[config.mk]
export PLATFORM = sky130hd
export DESIGN_NAME = uart_tx_mmio
export DESIGN_NICKNAME = d
export VERILOG_FILES = /design/src/rtl/uart_tx_mmio.sv
export SDC_FILE = /design/constraint.sdc
export NUM_CORES = 1
export LEC_CHECK = 0
export CORE_MARGIN = 2
export CORE_UTILIZATION = 25
export DETAILED_ROUTE_END_ITERATION = 12
export PLACE_DENSITY_LB_ADDON = 0.1
export SETUP_SLACK_MARGIN = 0.1
export SLEW_MARGIN = 5
export SYNTH_ARGS = -nofsm -noshare
export SYNTH_HDL_FRONTEND = slang
export SYNTH_SLANG_ARGS = --single-unit
[constraint.sdc]
create_clock -name clk -period 4.85 [get_ports clk]
set_input_delay 0.97 -clock clk [delete_from_list [all_inputs] [get_ports clk]]
set_output_delay 0.97 -clock clk [all_outputs]
set_load 0.02 [all_outputs]
[src/rtl/uart_tx_mmio.sv]
// Memory-mapped 8N1 UART transmitter with a small transmit FIFO and a sticky overflow flag.
// Define SALAGA_UART_SIM_PRINT_EN to echo each accepted character to stdout in simulation.
module uart_tx_mmio #(
  parameter logic [31:0] MM_ADDR      = 32'h0000_0054,
  parameter int unsigned CLKS_PER_BIT = 16,
  parameter int unsigned FIFO_DEPTH   = 4
) (
  input  logic        clk,
  input  logic        reset,
  input  logic [31:0] ip_data_addr,
  input  logic        ip_data_wr,
  input  logic [3:0]  ip_data_mask,
  input  logic [31:0] ip_data_from_proc,
  input  logic        ip_data_rd,
  output logic        op_data_valid,
  output logic [31:0] op_data_to_proc,
  output logic        op_uart_tx
);

  localparam int unsigned   PtrW      = $clog2(FIFO_DEPTH);
  localparam logic [15:0]   BaudMax   = 16'(CLKS_PER_BIT - 1);
  localparam logic [PtrW:0] CountFull = (PtrW + 1)'(FIFO_DEPTH);

  typedef enum logic [1:0] {StIdle, StStart, StData, StStop} state_e;

  state_e        r_state;
  logic [15:0]   r_baud;
  logic [2:0]    r_bit;
  logic [7:0]    r_shift;
  logic          r_tx;

  logic [7:0]    r_fifo [FIFO_DEPTH];
  logic [PtrW-1:0] r_wr_ptr;
  logic [PtrW-1:0] r_rd_ptr;
  logic [PtrW:0] r_count;
  logic          r_ovf;

  logic w_addr_hit;
  logic w_store;
  logic w_rd_hit;
  logic w_full;
  logic w_empty;
  logic w_baud_end;
  logic w_pop;
  logic w_push;
  logic w_drop;
  logic w_tx_ready;
  logic w_tx_idle;
  logic w_unused;

  assign w_addr_hit = (ip_data_addr == MM_ADDR);
  assign w_store    = ip_data_wr && w_addr_hit && ip_data_mask[0];
  assign w_rd_hit   = ip_data_rd && w_addr_hit;
  assign w_full     = (r_count == CountFull);
  assign w_empty    = (r_count == '0);
  assign w_baud_end = (r_baud == BaudMax);

  // The FSM takes the head byte either from IDLE or at the very last STOP cycle (no idle gap).
  assign w_pop  = !w_empty && ((r_state == StIdle) || ((r_state == StStop) && w_baud_end));
  assign w_push = w_store && (!w_full || w_pop);
  assign w_drop = w_store && w_full && !w_pop;

  assign w_tx_ready = !w_full;
  assign w_tx_idle  = w_empty && (r_state == StIdle);

  assign op_data_valid   = w_rd_hit;
  assign op_data_to_proc = op_data_valid ? {29'b0, r_ovf, w_tx_idle, w_tx_ready} : 32'b0;
  assign op_uart_tx      = r_tx;

  assign w_unused = ^{ip_data_from_proc[31:8], ip_data_mask[3:1]};

  always_ff @(posedge clk or negedge reset) begin
    if (!reset) begin
      r_wr_ptr <= '0;
      r_rd_ptr <= '0;
      r_count  <= '0;
      r_ovf    <= 1'b0;
    end else begin
      if (w_push) r_wr_ptr <= r_wr_ptr + 1'b1;
      if (w_pop)  r_rd_ptr <= r_rd_ptr + 1'b1;
      if (w_push && !w_pop) begin
        r_count <= r_count + 1'b1;
      end else if (!w_push && w_pop) begin
        r_count <= r_count - 1'b1;
      end
      // A drop on the same edge as a status read keeps the flag set.
      if (w_drop) begin
        r_ovf <= 1'b1;
      end else if (w_rd_hit) begin
        r_ovf <= 1'b0;
      end
    end
  end

  always_ff @(posedge clk) begin
    if (w_push) r_fifo[r_wr_ptr] <= ip_data_from_proc[7:0];
  end

  always_ff @(posedge clk or negedge reset) begin
    if (!reset) begin
      r_state <= StIdle;
      r_baud  <= '0;
      r_bit   <= '0;
      r_shift <= '0;
      r_tx    <= 1'b1;
    end else begin
      case (r_state)
        StIdle: begin
          if (w_pop) begin
            r_shift <= r_fifo[r_rd_ptr];
            r_baud  <= '0;
            r_tx    <= 1'b0;
            r_state <= StStart;
          end
        end
        StStart: begin
          if (w_baud_end) begin
            r_baud  <= '0;
            r_bit   <= '0;
            r_tx    <= r_shift[0];
            r_state <= StData;
          end else begin
            r_baud <= r_baud + 1'b1;
          end
        end
        StData: begin
          if (w_baud_end) begin
            r_baud <= '0;
            if (r_bit == 3'd7) begin
              r_bit   <= '0;
              r_tx    <= 1'b1;
              r_state <= StStop;
            end else begin
              r_bit   <= r_bit + 1'b1;
              r_shift <= {1'b0, r_shift[7:1]};
              r_tx    <= r_shift[1];
            end
          end else begin
            r_baud <= r_baud + 1'b1;
          end
        end
        StStop: begin
          if (w_baud_end) begin
            r_baud <= '0;
            if (w_pop) begin
              r_shift <= r_fifo[r_rd_ptr];
              r_tx    <= 1'b0;
              r_state <= StStart;
            end else begin
              r_tx    <= 1'b1;
              r_state <= StIdle;
            end
          end else begin
            r_baud <= r_baud + 1'b1;
          end
        end
        default: begin
          r_tx    <= 1'b1;
          r_state <= StIdle;
        end
      endcase
    end
  end

`ifdef SALAGA_UART_SIM_PRINT_EN
  always @(posedge clk) begin
    if (reset && w_push) begin
      $write("%c", ip_data_from_proc[7:0]);
    end
  end
`else
`endif

endmodule

==> results of run 1 <==
[placed cells by master, fill, tap and decap left out, types with 3 or more instances in the layout]
cell,netlist,layout
mux2_4,8,8
a31oi_1,8,8
clkbuf_16,0,9
edfxtp_1,32,32
mux4_2,8,8
nand4_1,6,6
inv_1,9,9
nand2_1,23,23
and3_1,3,3
xnor2_1,6,6
ha_1,12,12
o21ai_0,15,15
nor3_1,5,5
mux2_2,9,9
a21oi_1,6,6
dfrtp_1,37,37
clkdlybuf4s50_1,0,48
conb_1,1,29
and2_1,5,5
nor4_1,11,11
inv_6,0,3
nor2_1,15,15
a22o_1,5,5
nand3_1,12,12
[state kept, by name, indices dropped and copies added, names as in the netlist]
name	count
r_fifo	32
r_bit	3
r_rd_ptr	2
r_count	3
r_shift	8
r_baud	16
r_ovf	1
r_wr_ptr	2
op_uart_tx	1
r_state	2
[per-layer routing]
metal	GRT usage [%]	vias up	routed length, um
met3	2.78	7	256
met1	13.6	1202	3670
met2	17.2	47	3920
met5	0	-	0
li1	-	1185	-
met4	4.40	0	93
[logic make-up (layout without fill, tap and decap cells)]
| group | after synthesis | in the layout | share of synthesized area [%] |
|---|---|---|---|
| AOI/OAI and AO/OA | 46 | 46 | 9.12 |
| xor gates and xnor gates | 8 | 8 | 1.86 |
| adders and majority gates | 13 | 13 | 4.51 |
| buffers and inverters | 52 | 75 | 9.12 |
| DFF | 70 | 70 | 50.7 |
| muxes | 27 | 27 | 11.2 |
| other | 1 | 29 | 0.0994 |
| and+or+nand+nor | 95 | 95 | 13.4 |
[cell type report]
| class | instances | area [um^2] | area share (%) |
|---|---|---|---|
| inverter | 9 | 33.8 | 0.732 |
| sequential | 70 | 1910 | 41.4 |
| tap | 184 | 230 | 4.99 |
| clock buffer | 9 | 225 | 4.88 |
| timing repair buffer | 50 | 493 | 10.7 |
| multi-input combinational | 218 | 1620 | 35.1 |
| clock inverter | 7 | 103 | 2.22 |
[cell usage after synthesis (2+ instances only)]
| cell type | number |
|---|---|
| dfrtp_1 | 37 |
| edfxtp_1 | 32 |
| buf_4 | 30 |
| nand2_1 | 23 |
| nor2_1 | 15 |
| o21ai_0 | 15 |
| ha_1 | 12 |
| nand3_1 | 12 |
| nor4_1 | 11 |
| inv_1 | 9 |
| mux2_2 | 9 |
| a31oi_1 | 8 |
| mux2_4 | 8 |
| mux4_2 | 8 |
| a21oi_1 | 6 |
| nand4_1 | 6 |
| xnor2_1 | 6 |
| a22o_1 | 5 |
| and2_1 | 5 |
| buf_2 | 5 |
| nor3_1 | 5 |
| buf_6 | 4 |
| and3_1 | 3 |
| clkbuf_1 | 3 |
| mux2i_1 | 2 |
| nand2b_1 | 2 |
| nand3b_1 | 2 |
| nand4b_1 | 2 |
| nor4b_1 | 2 |
| or3_1 | 2 |
| xor2_1 | 2 |
[through the flow]
step / instances / cell area, um^2
6_report: 547 / 4620
5_1_grt: 547 / 4620
4_1_cts: 547 / 4620
3_5_place_dp: 531 / 4290
3_3_place_gp: 531 / 4290
2_1_floorplan: 340 / 3880
[how the worst min path moves through the flow]
stage                           from    endpoint  cells past startpoint
after global placement      r_bit[1]    r_bit[1]                      2
after detailed placement    r_bit[1]    r_bit[1]                      2
after global routing      op_uart_tx  op_uart_tx                      2
final                       r_bit[2]    r_bit[2]                      2
after CTS                   r_bit[1]    r_bit[1]                      2
after floorplan             r_bit[1]    r_bit[1]                      2
[power groups by stage]
stage	logic, uW	clock network [uW]	registers, uW
final	65.9	732	621
after global routing	71.9	779	621
after CTS	66.7	759	621
after detailed placement	66.5	0	633
after global placement	65.2	0	633
after floorplan	39.1	0	633
[critical path: stages]
cell	delay, ps
clkdlybuf4s50_1	400
nor4b_1	340
nand4_1	190
nor2_1	150
nand2_1	120
nor2_1	110
clkdlybuf4s50_1	640
==> out/results.ini, run 1 <==
[status]
status = completed

[sta]
tightest_slew_ps = 936
min_period_ps = 3890
drv_slew = 0
rsz0062_at_grt = false
setup_viol = 0
hold_viol = 0
worst_clock_skew_ps = 12.2
maxSlewHeadroom_pct = 37.6
tns_ps = 0
layout_setup_ws_ps = 961
post-route-period-util_pct = 80.2
fmax_ghz = 0.257
whs_ps = 473

[critical_path]
startpoint = ip_data_addr[1]
reg2regPathDepth = 11
setup.worst_path.class = primary input to primary output
required_ps = 3880
rrSetupSlack_ps = 1720
startpoint_type = primary input
path_max_fanout = 4
r2r-start = r_baud[0]
timing.rr.end = r_count[2]
crit_end = op_data_to_proc[1]
cp-end-kind = primary output
worstPathArrival_ps = 2920

[clock_tree]
post_cts.repair.setup_buffers = 0
path_clk_slew_ps = 60
cts.sinks = 70
cts_tree = built
worst_skew_pair.late_latency_ps = 340
cts_inserted_buffers = 9
postCtsHoldBufs = 0
cts.htree.levels = 3
cts_buffer_depth = 2
cts-root-buf = clkbuf_16
ctsResizeCount = 0

[power_and_ir_drop]
p_int_uw = 1110
p_per_area_mw_per_mm2 = 307
vdd_drop_max_mv = 0.184
power_frac_clock_pct = 51.6
switchingPower_uw = 310
fin_total_pwr_uw = 1420
power_frac_seq_pct = 43.8
p_leak_uw = 0.00179
p_sw_share_pct = 21.8
pwr-share-comb_pct = 4.6

[final_layout]
fin_nets = 443
fill_cells = 1514
area_growth_pct = 22.4
drive_gt1_share_pct = 14.0
diodes = 0
post-route-util_pct = 31.5

[yosys]
ys.flop_type = dfrtp_1
synth_top_area_cell = edfxtp_1
synth_area_leaders = edfxtp_1, dfrtp_1, buf_4
synth-edff-count = 32
synth-seq-area-share_pct = 50.7
ys_async_sr_fraction_pct = 54.3
syn_inst = 312
ys_warn_count = 0
avgSynthCellArea_um2 = 12.1
synth.distinct_cells = 52
netlist.area_leader.share_pct = 25.5
ys_ff_latch = 70
synthesis.area_mm2 = 0.00377

[detailed_routing]
firstDrtPassIters = 4
avgViaCountPerCell = 4.46
drtIter0Drc = 105
wire_per_inst_um = 14.5
ant_nets = 0
wirelength_um = 7930
num_vias = 2441
route.detailed.drc = 0

[placed_design]
post-place-ws_ps = 941
port_buffers = 49
gp_congestion = 0.662
hpwlAfterDp_um = 5370

[grt]
grt_overflow = 0
grt_start_max_net_pins = 39
grt_pass1_vias = 2552
antenna_found_initial = 0
gr-usage-all-layers_pct = 10.6
grt_pass1_wl_um = 13200

[floorplan]
dieHeight_um = 127
rows = 44
fp.dieW_um = 127
io-pin-count = 106
die_area_mm2 = 0.0161
initial_core_util_pct = 25.8
coreArea_mm2 = 0.0146

[run]
drv_cap = 0

[worst_hold_path]
hp-class = register to register

No activity file was read; power rests on OpenSTA's default activity.
==> run 2, diff against run 1 <==
- clock period: 4.85 -> 3.3 ns (I/O delays scaled with it)
==> run 2 against run 1 <==
Compared with the run above:
- sequential power increased by 47%
- first-iteration DRC count up 29%
- critical path depth is the same
- power increased by 36%
- sequential share of layout area shrank 0.23 points
- clock skew is 5.9 ps lower
- sequential cell count is the same
- worst setup slack got worse by 610 ps
- non-clock buffer count up 9
- combinational power grew 47%
- highest routed layer unchanged
==> out/results.ini, run 2 (synthesis results as in run 1) <==
[status]
status = completed

[detailed_routing]
num_vias = 2492  ; +2.1%
firstDrtPassIters = 4  ; unchanged
wirelength_um = 7880  ; -0.71%
ant_nets = 0  ; unchanged
drtIter0Drc = 135  ; +29%
avgViaCountPerCell = 4.48  ; +0.44%
wire_per_inst_um = 14.2  ; -2.3%
route.detailed.drc = 0  ; unchanged

[critical_path]
reg2regPathDepth = 11  ; unchanged
path_max_fanout = 4  ; unchanged
cp-end-kind = primary output
required_ps = 2640  ; -1240 ps
setup.worst_path.class = primary input to primary output
startpoint_type = primary input
worstPathArrival_ps = 2290  ; -630 ps

[sta]
drv_slew = 0  ; unchanged
post-route-period-util_pct = 89.4
worst_clock_skew_ps = 6.30  ; -5.94 ps
min_period_ps = 2950
rsz0062_at_grt = false
maxSlewHeadroom_pct = 38.1  ; +0.49 points
tns_ps = 0  ; unchanged
whs_ps = 464  ; -8.98 ps
setup_viol = 0  ; unchanged
tightest_slew_ps = 928  ; -7.30 ps
layout_setup_ws_ps = 350  ; -612 ps
fmax_ghz = 0.339
hold_viol = 0  ; unchanged

[clock_tree]
cts-root-buf = clkbuf_16
path_clk_slew_ps = 60  ; about the same
cts_inserted_buffers = 9  ; unchanged
worst_skew_pair.late_latency_ps = 340  ; about the same
postCtsHoldBufs = 0  ; unchanged
cts_buffer_depth = 2  ; unchanged
cts.htree.levels = 3  ; unchanged
cts_tree = built
cts.sinks = 70  ; unchanged

[grt]
antenna_found_initial = 0  ; unchanged
grt_start_max_net_pins = 39  ; unchanged
gr-usage-all-layers_pct = 10.6  ; -0.081 points
grt_pass1_wl_um = 13300  ; +0.57%
grt_overflow = 0  ; unchanged
grt_pass1_vias = 2545  ; -0.27%

[final_layout]
area_growth_pct = 23.1
fill_cells = 1501  ; -0.86%
mostFrequentLayoutCells = clkdlybuf4s50_1, dfrtp_1, edfxtp_1
diodes = 0  ; unchanged
reg.largest.list = r_fifo: 32 flops, r_baud: 16 flops, r_shift: 8 flops
drive_gt1_share_pct = 16.1  ; +2.1 points
multi_input_area_mm2 = 0.00162  ; unchanged
post-route-util_pct = 31.7  ; +0.18 points
fin_nets = 452  ; +2.0%
top_register = r_fifo
final_common_cell = clkdlybuf4s50_1
largest_register_ffs = 32  ; unchanged
seqCellArea_mm2 = 0.00191  ; unchanged
layout.cells.non_filler = 556  ; +1.6%

[floorplan]
fp.dieW_um = 127  ; unchanged
io-pin-count = 106  ; unchanged
die_area_mm2 = 0.0161  ; unchanged
initial_core_util_pct = 25.8  ; unchanged
rows = 44  ; unchanged
coreArea_mm2 = 0.0146  ; unchanged
dieHeight_um = 127  ; unchanged

[placed_design]
post-place-ws_ps = 42.4  ; -898 ps
hpwlAfterDp_um = 5520  ; +2.9%
dp_cells = 540  ; +1.7%
gp_congestion = 0.731  ; +11%
port_buffers = 49  ; unchanged

[power_and_ir_drop]
vdd_drop_max_mv = 0.294  ; +60%
p_per_area_mw_per_mm2 = 416  ; +35%
p_leak_uw = 0.00186  ; +4.2%

[run]
drv_cap = 0  ; unchanged

[worst_hold_path]
hp-class = primary input to asynchronous set/reset pin

run 2: worst paths after layout:
path / startpoint / to / slack (ps)
min in group clk: r_bit[1] / r_bit[1] / 470
max reg2reg: r_baud[0] / r_count[2] / 560
min: reset / r_baud[1] / 460
max: ip_data_addr[4] / op_data_to_proc[1] / 350
max in group asynchronous: reset / r_baud[3] / 2260
min reg2reg: r_bit[1] / r_bit[1] / 470
run 2: critical path, cell delays in order:
cell             delay, ps
clkdlybuf4s50_1        450
nor4bb_1               280
nand4_1                180
nor2_1                 150
nand2_1                110
nor2_1                 100
dlygate4sd2_1          350
run 2: metal layers:
layer	vias up	global-route usage, %	wire length (um)
met5	-	0	0
met2	50	16.9	3750
met1	1230	13.3	3660
li1	1200	-	-
met4	0	3.43	137
met3	12	3.84	328
run 2: where the power goes:
| group | total, uW | switching [uW] | internal (uW) | leakage (uW) |
|---|---|---|---|---|
| sequential | 913 | 0.000000650 | 913 | 0.000768 |
| clock | 921 | 403 | 519 | 0.000138 |
| combinational | 97.2 | 50.8 | 46.4 | 0.000958 |
| total | 1930 | 453 | 1480 | 0.00186 |
run 2: area by class of cell:
class	instances	area share, %
repair buffers	59	12.1
inverters	9	0.728
well taps	184	4.96
multi-input cells	218	34.9
clock inverters	7	1.27
clock buffers	9	4.85
flip-flops and latches	70	41.2
run 2: metrics by stage:
stage | power [uW] | area [um^2]
2_1_floorplan | 988 | 3880
3_3_place_gp | 1030 | 4360
3_5_place_dp | 1030 | 4360
4_1_cts | 1970 | 4640
5_1_grt | 2020 | 4640
6_report | 1930 | 4640
run 2: what timing repair did:
action | 4_1_cts | 5_1_grt
gates cloned | 0 | 0
gates resized for setup | 2 | 2
buffers inserted | 0 | 0
setup endpoints to repair | 2 | 2
==> run 3, diff against run 2 <==
- SLEW_MARGIN: 5 -> default
==> results of run 3 <==
The final DEF is identical to that of run 2; final timing and power are the same.
==> RTL edit 1 (settings of run 2) <==
Re-encode `state_e` (4 states) as Gray code, 2 bits wide.
--- a/src/rtl/uart_tx_mmio.sv
+++ b/src/rtl/uart_tx_mmio.sv
@@ -21,7 +21,7 @@
   localparam logic [15:0]   BaudMax   = 16'(CLKS_PER_BIT - 1);
   localparam logic [PtrW:0] CountFull = (PtrW + 1)'(FIFO_DEPTH);
 
-  typedef enum logic [1:0] {StIdle, StStart, StData, StStop} state_e;
+  typedef enum logic [1:0] {StIdle = 2'b00, StStart = 2'b01, StData = 2'b11, StStop = 2'b10} state_e;
 
   state_e        r_state;
   logic [15:0]   r_baud;
Formal check against the unedited RTL: same outputs for any inputs over 10 cycles, from zero or initial values and one cycle with reset low; not proved beyond that.
==> RTL edit 1 against run 2 <==
Routed wire length shrank 6.6%. Final area shrank 2.7%. Setup slack lost 12 ps. Total power grew 7.6%. Sequential cell count is the same. Synthesized area shrank 5.8%. Register-to-register slack gained 160 ps. Sequential share of layout area grew 1.1 points. Synthesized cell count shrank 7.1%. Critical endpoint unchanged. Largest cell class unchanged.
==> RTL edit 1: results (changes against run 2) <==
* Largest net degree at the start of global routing at 39 (unchanged)
* Buffers added on ports at 49 (unchanged)
* R2r worst-path depth at 10 (-1)
* Vias per inst at 4.33 (-3.4%)
* Root Driver: clkbuf_16
* Met2 WL at 3.59 mm (-4.5%)
* Vias in the first global route at 2,276 (-11%)
* Antenna cells at 0 (unchanged)
* Worst IR Drop VDD at 0.233 mV (-21%)
* WL met1 at 3.45 mm (-5.8%)
* Worst Skew at 7.55 ps (+1.25 ps)
* Detailed Place HPWL at 5.18 mm (-6.2%)
* FILL cells at 1,415 (-5.7%)
* Total track usage at 0.106 (+0.000262)
* EDFF count, synth at 32 (unchanged)
* Placer Congestion at 0.700 (-4.3%)
* Postcts setup bufs at 0 (unchanged)
* Sequential share of the synthesized area at 0.539 (+0.0313)
* R2r setup slk at 720 ps (+160 ps)
* CP Launch Point: ip_data_addr[4]
* Max-Slew Margin vs Limit at 0.335 (-0.0462)
* CTS clk-pin slew, worst paths at 60 ps (about the same)
* Critical Path Fanout Max at 4 (unchanged)
* Number of synthesis warnings at 0 (unchanged)
* Reg2Reg Capture Point: r_count[2]$_DFFE_PN0P_
* Post_cts resized at 2 (unchanged)
* Ranking of synthesized cells by area: edfxtp_1 (27%), dfrtp_1 (26%), buf_4 (6.1%)
* Antenna violations before repair at 0 (unchanged)
* Area after DPL at 4180 um^2 (-4.1%)
* Share of cells above drive strength 1 at 0.158 (-0.00354)
* Max Used Layer: met4
* CP arrival at 2300 ps
* CTS max path bufs at 2 (unchanged)
* Async SR Flop Fraction at 0.543 (unchanged)
* Synth unique cells at 50 (-3.8%)
* Total Wirelength at 7.36 mm (-6.6%)
* DR iter-0 viols at 81 (-40%)
* Regs by FF count: r_fifo (32), r_baud (16), r_shift (8)
* First-pass GRT wire length at 12.2 mm (-8.1%)
* Post-place setup slack at 22.8 ps (-19.6 ps)
* Reg2Reg Launch Point: r_baud[5]$_DFFE_PN0P_
* Clk Latency, worst-skew pair at 330 ps
* CTS buffer count at 9 (unchanged)
* Top cells by count, synth: dfrtp_1 (37), edfxtp_1 (32), buf_4 (29)
* Nets at 431 (-4.6%)
* WL met3 at 248 um (-24%)
* Outcome: finished, final reports clean
* Worst hold path class: in2async
* Static Leak at 0.00185 uW (-0.45%)
* H-tree depth at 3 (unchanged)
* DRT Pass-1 Iters at 4 (unchanged)
==> RTL edit 1: changes by cell type in the layout (fill, tap and decap cells not counted), moves of 3 or more <==
cell	delta
a21o_1	+4
ha_1	-4
nor3_1	+3
nand3_1	-10
inv_1	-3
o21ai_0	+4
a31oi_1	-7
nor4_2	+4
and3_1	+5
nor4_1	-4
==> RTL edit 1: how the worst max path moves through the flow <==
stage	cells past startpoint	end	slack [ps]
after floorplan	10	r_count[2]$_DFFE_PN0P_	690
after global placement	7	op_data_to_proc[1]	-2
after detailed placement	7	op_data_to_proc[1]	20
after CTS	7	op_data_valid	100
after global routing	7	op_data_to_proc[0]	180
final	7	op_data_to_proc[1]	340
==> RTL edit 1: layer usage <==
layer	vias to the layer above	track usage
met5	-	0
met4	0	0.0320
met3	6	0.0318
met2	42	0.170
met1	1133	0.137
li1	1135	-
==> RTL edit 1: power breakdown <==
| group | total [uW] | leakage, uW | switching [uW] | internal, uW |
|---|---|---|---|---|
| logic | 96.9 | 0.000927 | 50.3 | 46.5 |
| clock network | 1070 | 0.000162 | 395 | 673 |
| registers | 913 | 0.000765 | 0.000000599 | 913 |
==> RTL edit 1: per-stage QoR <==
step / hold slack [ps] / cells / util
global route: 524 / 535 / 0.326
finish: 463 / 535 / 0.326
detailed placement: 482 / 519 / 0.301
CTS: 496 / 535 / 0.325
global placement: 475 / 519 / 0.301
floorplan: 364 / 318 / -
==> RTL edit 1: cell families (layout without fill, tap and decap cells) <==
kind of cell | after synthesis | in the layout | synth area share
other | 1 | 29 | 0.00106
AOI/OAI and AO/OA | 47 | 47 | 0.0828
and+or+nand+nor | 88 | 88 | 0.137
buffers and inverters | 43 | 80 | 0.0785
DFF | 70 | 70 | 0.539
adders and majority gates | 9 | 9 | 0.0338
muxes | 24 | 24 | 0.108
xor gates and xnor gates | 8 | 8 | 0.0197
==> RTL edit 1: critical path, cell delays in order <==
cell and delay [ps]:
clkdlybuf4s50_1 450, nor4bb_1 280, nand4_1 180, nor2_1 150, nand2_1 120, nor2_1 110, dlygate4sd2_1 360
==> RTL edit 1: cell type report <==
cell class	instances	area (um^2)	area share
Clock buffer	9	225	0.0498
Sequential cell	70	1910	0.423
Inverter	6	22.5	0.00498
Timing Repair Buffer	58	556	0.123
Multi-Input combinational cell	205	1470	0.326
Tap cell	180	225	0.0498
Clock inverter	7	106	0.0235
==> RTL edit 2 (settings of run 2) <==
Without the edit above. `FIFO_DEPTH`: 4 -> 2.
--- a/src/rtl/uart_tx_mmio.sv
+++ b/src/rtl/uart_tx_mmio.sv
@@ -3,7 +3,7 @@
 module uart_tx_mmio #(
   parameter logic [31:0] MM_ADDR      = 32'h0000_0054,
   parameter int unsigned CLKS_PER_BIT = 16,
-  parameter int unsigned FIFO_DEPTH   = 4
+  parameter int unsigned FIFO_DEPTH   = 2
 ) (
   input  logic        clk,
   input  logic        reset,
Check against the original RTL: not equivalent (Yosys sat finds a counterexample within 4 cycles, from zero or initial values and one cycle with reset low).
==> RTL edit 2 against run 2 <==
Synthesized area is 25% lower. Largest cell class unchanged. Clock skew up 0.76 ps. Total power shrank 42%. Largest power group is now sequential cells. Global-route usage increased by 0.26 points. Register-to-register slack gained 130 ps. Routed wire length decreased by 24%. Sequential cell count is 19 lower. Combinational power down 3.9%. Worst hold slack got worse by 15 ps. Setup slack gained 4.0 ps. Sequential share of layout area down 1.9 points. Final area decreased by 26%. Critical endpoint unchanged. Final cell count down 17%.
==> RTL edit 2: results (changes against run 2) <==
* Outcome: finished, final reports clean
* R2r setup slk at 690 ps (+130 ps)
* Post-synthesis average cell area at 10.3 um^2 (-15%)
* Share of cells above drive strength 1 at 0.0864 (-0.0749)
* Async SR Flop Fraction at 0.686 (+0.143)
* Final WS setup at 354 ps (+3.97 ps)
* CP peak stage delay at 410 ps (-40 ps)
* Root Driver: clkbuf_8
* CP Launch Point: ip_data_addr[17]
* Final hold slack at 449 ps (-15.3 ps)
* Synth Area in Adders at 0.0356 (-0.00952)
* CTS buffer count at 5 (-4)
* Nets at 403 (-11%)
* Total Wirelength at 5.98 mm (-24%)
* Largest net degree at the start of global routing at 36 (-7.7%)
* Worst IR Drop VDD at 0.141 mV (-52%)
* Antenna violations before repair at 0 (unchanged)
* Placer Congestion at 0.784 (+7.3%)
* CP arrival at 2290 ps (about the same)
* Synth unique cells at 45 (-13%)
* H-tree depth at 2 (-1)
* Area after DPL at 3350 um^2 (-23%)
* Post-place setup slack at -5.04 ps (-47.4 ps)
* Post_cts resized at 3 (+1)
* Regs by FF count: r_baud (16), r_fifo (16), r_shift (8)
* Ranking of synthesized cells by area: dfrtp_1 (30%), edfxtp_1 (17%), buf_4 (7.7%)
* Sequential share of the synthesized area at 0.483 (-0.0244)
* DR WL/cell at 12.9 um (-9.0%)
* Xor and xnor fraction of the mapped netlist area at 0.0187 (+0.000112)
* DR iter-0 viols at 72 (-47%)
* Buffers added on ports at 49 (unchanged)
* Worst Setup EP: op_data_to_proc[1]
* Compound-Gate Fraction of Synth Area at 0.129 (+0.0378)
* Detailed Place HPWL at 4.44 mm (-20%)
* Placed cell count at 456 (-16%)
* R2r worst-path depth at 7 (-4)
* EDFF count, synth at 16 (-50%)
* Total track usage at 0.108 (+0.00263)
* First-pass GRT wire length at 10.2 mm (-23%)
* Multiplexer area fraction after synthesis at 0.0721 (-0.0397)
* CTS clk-pin slew, worst paths at 100 ps (+40 ps)
* Top cells by count, synth: dfrtp_1 (34), buf_4 (29), o21ai_0 (28)
* Clk Latency, worst-skew pair at 300 ps (-40 ps)
* Total number of vias at 2,009 (-19%)
* Vias in the first global route at 2,116 (-17%)
* Max-Slew Margin vs Limit at 0.449 (+0.0683)
* Reg2Reg Capture Point: r_fifo[1][5]$_DFFE_PP_
* Static Leak at 0.00151 uW (-19%)
* Slowest CP cell: clkdlybuf4s50_1
## RTL edit 2: cell count changes in the layout (fill, tap and decap cells not counted), sizes merged, moves of 4 or more
cell,before,now
ha,12,8
mux2i,2,10
edfxtp,32,16
buf,11,6
inv,11,7
mux2,17,8
clkinv,4,0
mux4,8,0
nand3,12,5
o21ai,15,28
## RTL edit 2: metal layers
| layer | global-route usage | wire length, um |
|---|---|---|
| met1 | 0.135 | 2810 |
| met5 | 0 | 0 |
| met3 | 0.0253 | 173 |
| met4 | 0.0289 | 84 |
| met2 | 0.188 | 2920 |
## RTL edit 2: cell type report
class,instances,area (um^2)
repair buffers,54,522
clock buffers,6,72.6
multi-input cells,205,1280
inverters,6,22.5
clock inverters,2,16.3
well taps,140,175
flip-flops and latches,51,1360
fillers,1148,7440
## RTL edit 2: power by group
part	switching [uW]	internal, uW	leakage, uW
combinational	46.7	46.6	0.000868
clock	215	153	0.0000418
sequential	0.0000000736	652	0.000595
total	261	851	0.00151
